## src/rtl/udcount_pkg.sv

```systemverilog
// Shared constants and helpers for the cascaded up/down modulo counter.
// Optional saturating mode is enabled with the UDCOUNT_SAT_EN macro.
package udcount_pkg;

   localparam logic UD_UP   = 1'b0;
   localparam logic UD_DOWN = 1'b1;

   localparam int UDCOUNT_MAX_DIGITS = 8;

   function automatic logic [31:0] digit_clamp(
      input logic [31:0] value,
      input logic [31:0] radix
   );
      return (value >= radix) ? radix - 32'd1 : value;
   endfunction

endpackage

```

## src/rtl/udcount_digit.sv

```systemverilog
// One modulo-RADIX up/down digit with parallel load and terminal detect.
// at_term flags the value from which the next step in direction ud rolls over.
module udcount_digit
   import udcount_pkg::*;
#(
   parameter int RADIX = 10,
   parameter int DW    = 4
) (
   input  logic          clock,
   input  logic          reset,
   input  logic          step_in,
   input  logic          ud,
   input  logic          load,
   input  logic [DW-1:0] load_digit,
   output logic [DW-1:0] digit,
   output logic          at_term
);

   localparam logic [DW-1:0] TOP = DW'(RADIX - 1);

   logic [DW-1:0] digit_q;
   logic [DW-1:0] digit_d;

   always_comb begin
      digit_d = digit_q;
      if (load) begin
         digit_d = DW'(digit_clamp(32'(load_digit), 32'(RADIX)));
      end else if (step_in) begin
         if (ud == UD_UP) begin
            digit_d = (digit_q == TOP) ? '0 : digit_q + DW'(1);
         end else begin
            digit_d = (digit_q == '0) ? TOP : digit_q - DW'(1);
         end
      end
   end

   always_ff @(posedge clock) begin
      if (reset) begin
         digit_q <= '0;
      end else begin
         digit_q <= digit_d;
      end
   end

   assign digit   = digit_q;
   assign at_term = (ud == UD_DOWN) ? (digit_q == '0) : (digit_q == TOP);

endmodule

```

## src/rtl/udcount_mod.sv

```systemverilog
// Cascaded DIGITS x modulo-RADIX up/down counter with load, zero flag, wrap pulse.
// Define UDCOUNT_SAT_EN to saturate at the bounds instead of wrapping.
module udcount_mod
   import udcount_pkg::*;
#(
   parameter int DIGITS = 2,
   parameter int RADIX  = 10,
   parameter int DW     = 4
) (
   input  logic                 clock,
   input  logic                 reset,
   input  logic                 enable,
   input  logic                 ud,
   input  logic                 load,
   input  logic [DIGITS*DW-1:0] load_value,
   output logic [DIGITS*DW-1:0] q,
   output logic                 carry,
   output logic                 zero
);

   if (RADIX > 2**DW || RADIX < 2 || DIGITS < 1 || DIGITS > UDCOUNT_MAX_DIGITS) begin : g_bad_cfg
      $error("udcount_mod: illegal DIGITS/RADIX/DW combination");
   end

   logic [DIGITS-1:0] at_term;
   logic [DIGITS-1:0] step;
   logic [DIGITS:0]   lower_all;
   logic              all_term;
   logic              carry_q;
   logic              carry_d;

   assign lower_all[0] = 1'b1;
   assign all_term     = lower_all[DIGITS];

   for (genvar i = 0; i < DIGITS; i++) begin : g_digit
      assign lower_all[i+1] = lower_all[i] & at_term[i];
`ifdef UDCOUNT_SAT_EN
      assign step[i] = enable & lower_all[i] & ~all_term;
`else
      assign step[i] = enable & lower_all[i];
`endif

      udcount_digit #(
         .RADIX (RADIX),
         .DW    (DW)
      ) u_digit (
         .clock      (clock),
         .reset      (reset),
         .step_in    (step[i]),
         .ud         (ud),
         .load       (load),
         .load_digit (load_value[i*DW +: DW]),
         .digit      (q[i*DW +: DW]),
         .at_term    (at_term[i])
      );
   end

   // A step from the all-terminal state is a wrap (or a blocked step when saturating).
   assign carry_d = enable & ~load & all_term;

   always_ff @(posedge clock) begin
      if (reset) begin
         carry_q <= 1'b0;
      end else begin
         carry_q <= carry_d;
      end
   end

   assign carry = carry_q;
   assign zero  = (q == '0);

endmodule

```

## config.mk

```make
export PLATFORM = sky130hd
export DESIGN_NAME = udcount_mod
export DESIGN_NICKNAME = d
export VERILOG_FILES = /design/src/rtl/udcount_pkg.sv /design/src/rtl/udcount_digit.sv /design/src/rtl/udcount_mod.sv
export SDC_FILE = /design/constraint.sdc
export NUM_CORES = 1
export LEC_CHECK = 0
export ABC_CLOCK_PERIOD_IN_PS = 2900
export CAP_MARGIN = 20
export CORE_MARGIN = 3
export CORE_UTILIZATION = 29
export CTS_CLUSTER_SIZE = 30
export DETAILED_ROUTE_END_ITERATION = 10
export MAX_ROUTING_LAYER = met4
export SLEW_MARGIN = 0
export SYNTH_ARGS = -nofsm -noshare
export SYNTH_HDL_FRONTEND = slang
export SYNTH_HIERARCHICAL = 1
export SYNTH_SLANG_ARGS = --single-unit
```

## constraint.sdc

```tcl
create_clock -name clock -period 2.9 [get_ports clock]
set_clock_uncertainty 0.2 [all_clocks]
set_input_delay 0.725 -clock clock [delete_from_list [all_inputs] [get_ports clock]]
set_output_delay 0.725 -clock clock [all_outputs]
set_load 0.01 [all_outputs]
```

==> qor.yml <==
cells_and_area:
  antennaDiodeCount: 0
  fin_nets: 131
  area_growth_pct: 36.4
  layout_commonest_cell: "clkdlybuf4s50_1"
  fillers: 255
  drive_above_1_share_pct: 12.8
  final_cell_mix: "clkdlybuf4s50_1 (22), dfxtp_1 (9), buf_4 (8)"
global_route:
  grtUsageTotal_pct: 13.9
  grt_pass1_vias: 746
  gr-total-overflow: 0
  grt_first_pass_wirelength_um: 3480
  antenna_found_initial: 0
  grt_max_degree: 16
setup_path:
  path_class: "reg -> out"
  r2r_cells: 7
  required_ps: 1980
  crit_chain: "or4_1, nor2_1, clkdlybuf4s50_1"
  r2r_slack_ps: 790
  crit_family: "simple AND/OR/NAND/NOR gates"
  r2r_start: "g_digit[0].u_digit/digit[0]$_SDFFE_PP0P_"
  cp_num_buf_inv: 1
  startpoint: "g_digit[1].u_digit/digit[1]$_SDFFE_PP0P_"
  cp_slowest_cell: "or4_1"
  cp-start-kind: "flop"
  worstPathArrival_ps: 1860
  critPathMaxFanout: 10
  cp.depth: 3
  cp-end-kind: "primary output"
  r2r-end: "g_digit[1].u_digit/digit[1]$_SDFFE_PP0P_"
  cpPeakStageDelay_ps: 550
  cp-endpoint: "zero"
placed_design:
  port_buffers: 22
  dpl_worst_slack_ps: 86.3
  dp_hpwl_um: 1580
  routabilityCongestion: 0.793
synthesis:
  synthCells: 91
  ys.flop_type: "dfxtp_1"
  async_reset_ff_share_pct: 0
  yosys_warnings: 6
  ys_seq_area_share_pct: 23.1
  syn_area_um2: 781
  synth_edf_count: 0
  syn_avg_cell_area_um2: 8.58
  synthDistinctLibCells: 32
  ys_ff_latch: 9
  syn_nets: 104
sta:
  period_share_pct: 96.1
  rsz0062_at_grt: "no"
  fmax_mhz: 359
  relSlewSlack_pct: 63.5
  setup_viol: 0
  layout_setup_ws_ps: 112
  fin_setup_tns_ps: 0
  drv_slew: 0
  hold_viol: 0
  period_needed_ps: 2790
  tightest_slew_ps: 546
  whs_ps: 451
clock_network:
  clock-sinks: 9
  clk_path_buf_depth: 2
  clk_pin_slew_ps: 70
  insertion_delay_ps: 270
  cts_resized: 0
  cts_tree: "done"
  cts_buffers: 3
  cts_setup_buffers: 0
  cts_root_buffer: "clkbuf_4"
  h-tree-depth: 1
  cts_hold_buf: 0
drt:
  routed_wirelength_um: 2130
  drcViolationCount: 0
  vias_per_cell: 5.50
  ant_nets: 0
  dr_total_vias: 808
  wire_per_inst_um: 14.5
  drt_iter0_markers: 16
  dr.pass1.iters: 4
power_and_ir_drop:
  total_leakage_power_nw: 0.400
  powerDensity_mw_per_mm2: 358
  ir_drop_mv: 0.220
  finalPower_uw: 381
die:
  start_util_pct: 31.0
  core.rowCount: 18
  pin_count: 23
  fp.dieArea_mm2: 0.00335
  dieWidth_um: 57.9
  die_h_um: 57.9
  core_area_mm2: 0.00252
hold_path:
  hold_class: "reg -> reg"
run_status:
  outcome: "complete, no violations"
flow_run:
  maxCapViolations: 0
[synth_stat cells (all sizes together), types with 3 or more instances]
master / number / share of area, %
xor2: 6 / 6.7
and2: 3 / 2.4
nor2: 6 / 2.9
inv: 6 / 2.9
dfxtp: 9 / 23
a21oi: 4 / 2.6
nor3b: 4 / 3.8
buf: 4 / 5.1
o21ai: 4 / 2.6
clkbuf: 4 / 2.6
[flip-flops by register name, summed over array words and instances, names as in the netlist]
name,flops
g_digit.u_digit/digit,8
carry,1
[worst register-to-register path, cell delays in order (launching register included)]
cell and delay, ps:
dfxtp_1 320, buf_4 180, or3b_1 370, a211oi_1 240
and2_1 170, buf_4 160, o2111ai_1 100, a311oi_1 280
[how the worst min path moves through the flow]
| stage | startpoint | end | depth (start not counted) |
|---|---|---|---|
| global route | g_digit[0].u_digit/digit[2]$_SDFFE_PP0P_ | g_digit[0].u_digit/digit[2]$_SDFFE_PP0P_ | 2 |
| CTS | g_digit[0].u_digit/digit[2]$_SDFFE_PP0P_ | g_digit[0].u_digit/digit[2]$_SDFFE_PP0P_ | 2 |
| finish | g_digit[0].u_digit/digit[2]$_SDFFE_PP0P_ | g_digit[0].u_digit/digit[2]$_SDFFE_PP0P_ | 2 |
| global placement | g_digit[0].u_digit/digit[2]$_SDFFE_PP0P_ | g_digit[0].u_digit/digit[2]$_SDFFE_PP0P_ | 2 |
| floorplan | g_digit[0].u_digit/digit[2]$_SDFFE_PP0P_ | g_digit[0].u_digit/digit[2]$_SDFFE_PP0P_ | 3 |
| detailed placement | g_digit[0].u_digit/digit[2]$_SDFFE_PP0P_ | g_digit[0].u_digit/digit[2]$_SDFFE_PP0P_ | 2 |
[layer usage]
layer  share of wire [%]  track usage (%)
met1                  45             17.9
met2                  48             20.5
met3                 4.9             4.45
met4                 1.5             4.97
met5                   0                -
[logic make-up after synthesis]
| group | after synthesis | synth area share, % |
|---|---|---|
| AND/OR/NAND/NOR | 34 | 33.3 |
| AO/OA/AOI/OAI | 26 | 24.0 |
| buffers and inverters | 14 | 10.6 |
| flip-flops | 9 | 23.1 |
| XOR/XNOR | 8 | 8.97 |
[cell type report]
cell class / count / area, µm² / share of cell area [%]
inverters: 6 / 22.5 / 2.12
clock buffers: 4 / 26.3 / 2.47
well taps: 30 / 37.5 / 3.53
repair buffers: 30 / 280 / 26.3
multi-input cells: 68 / 518 / 48.6
flip-flops and latches: 9 / 180 / 16.9
[through the flow]
step                      area (µm²)  utilization (%)  std cells
after floorplan                  781                -         91
after global placement          1040             41.2        143
after detailed placement        1040             41.2        143
after CTS                       1060             42.2        147
after global routing            1060             42.2        147
final                           1060             42.2        147
[where the power goes]
group | switching, mW | internal [mW]
logic | 0.0621 | 0.0728
registers | 0.0101 | 0.132
clock network | 0.0506 | 0.0532
No activity file was read; power rests on OpenSTA's default activity.
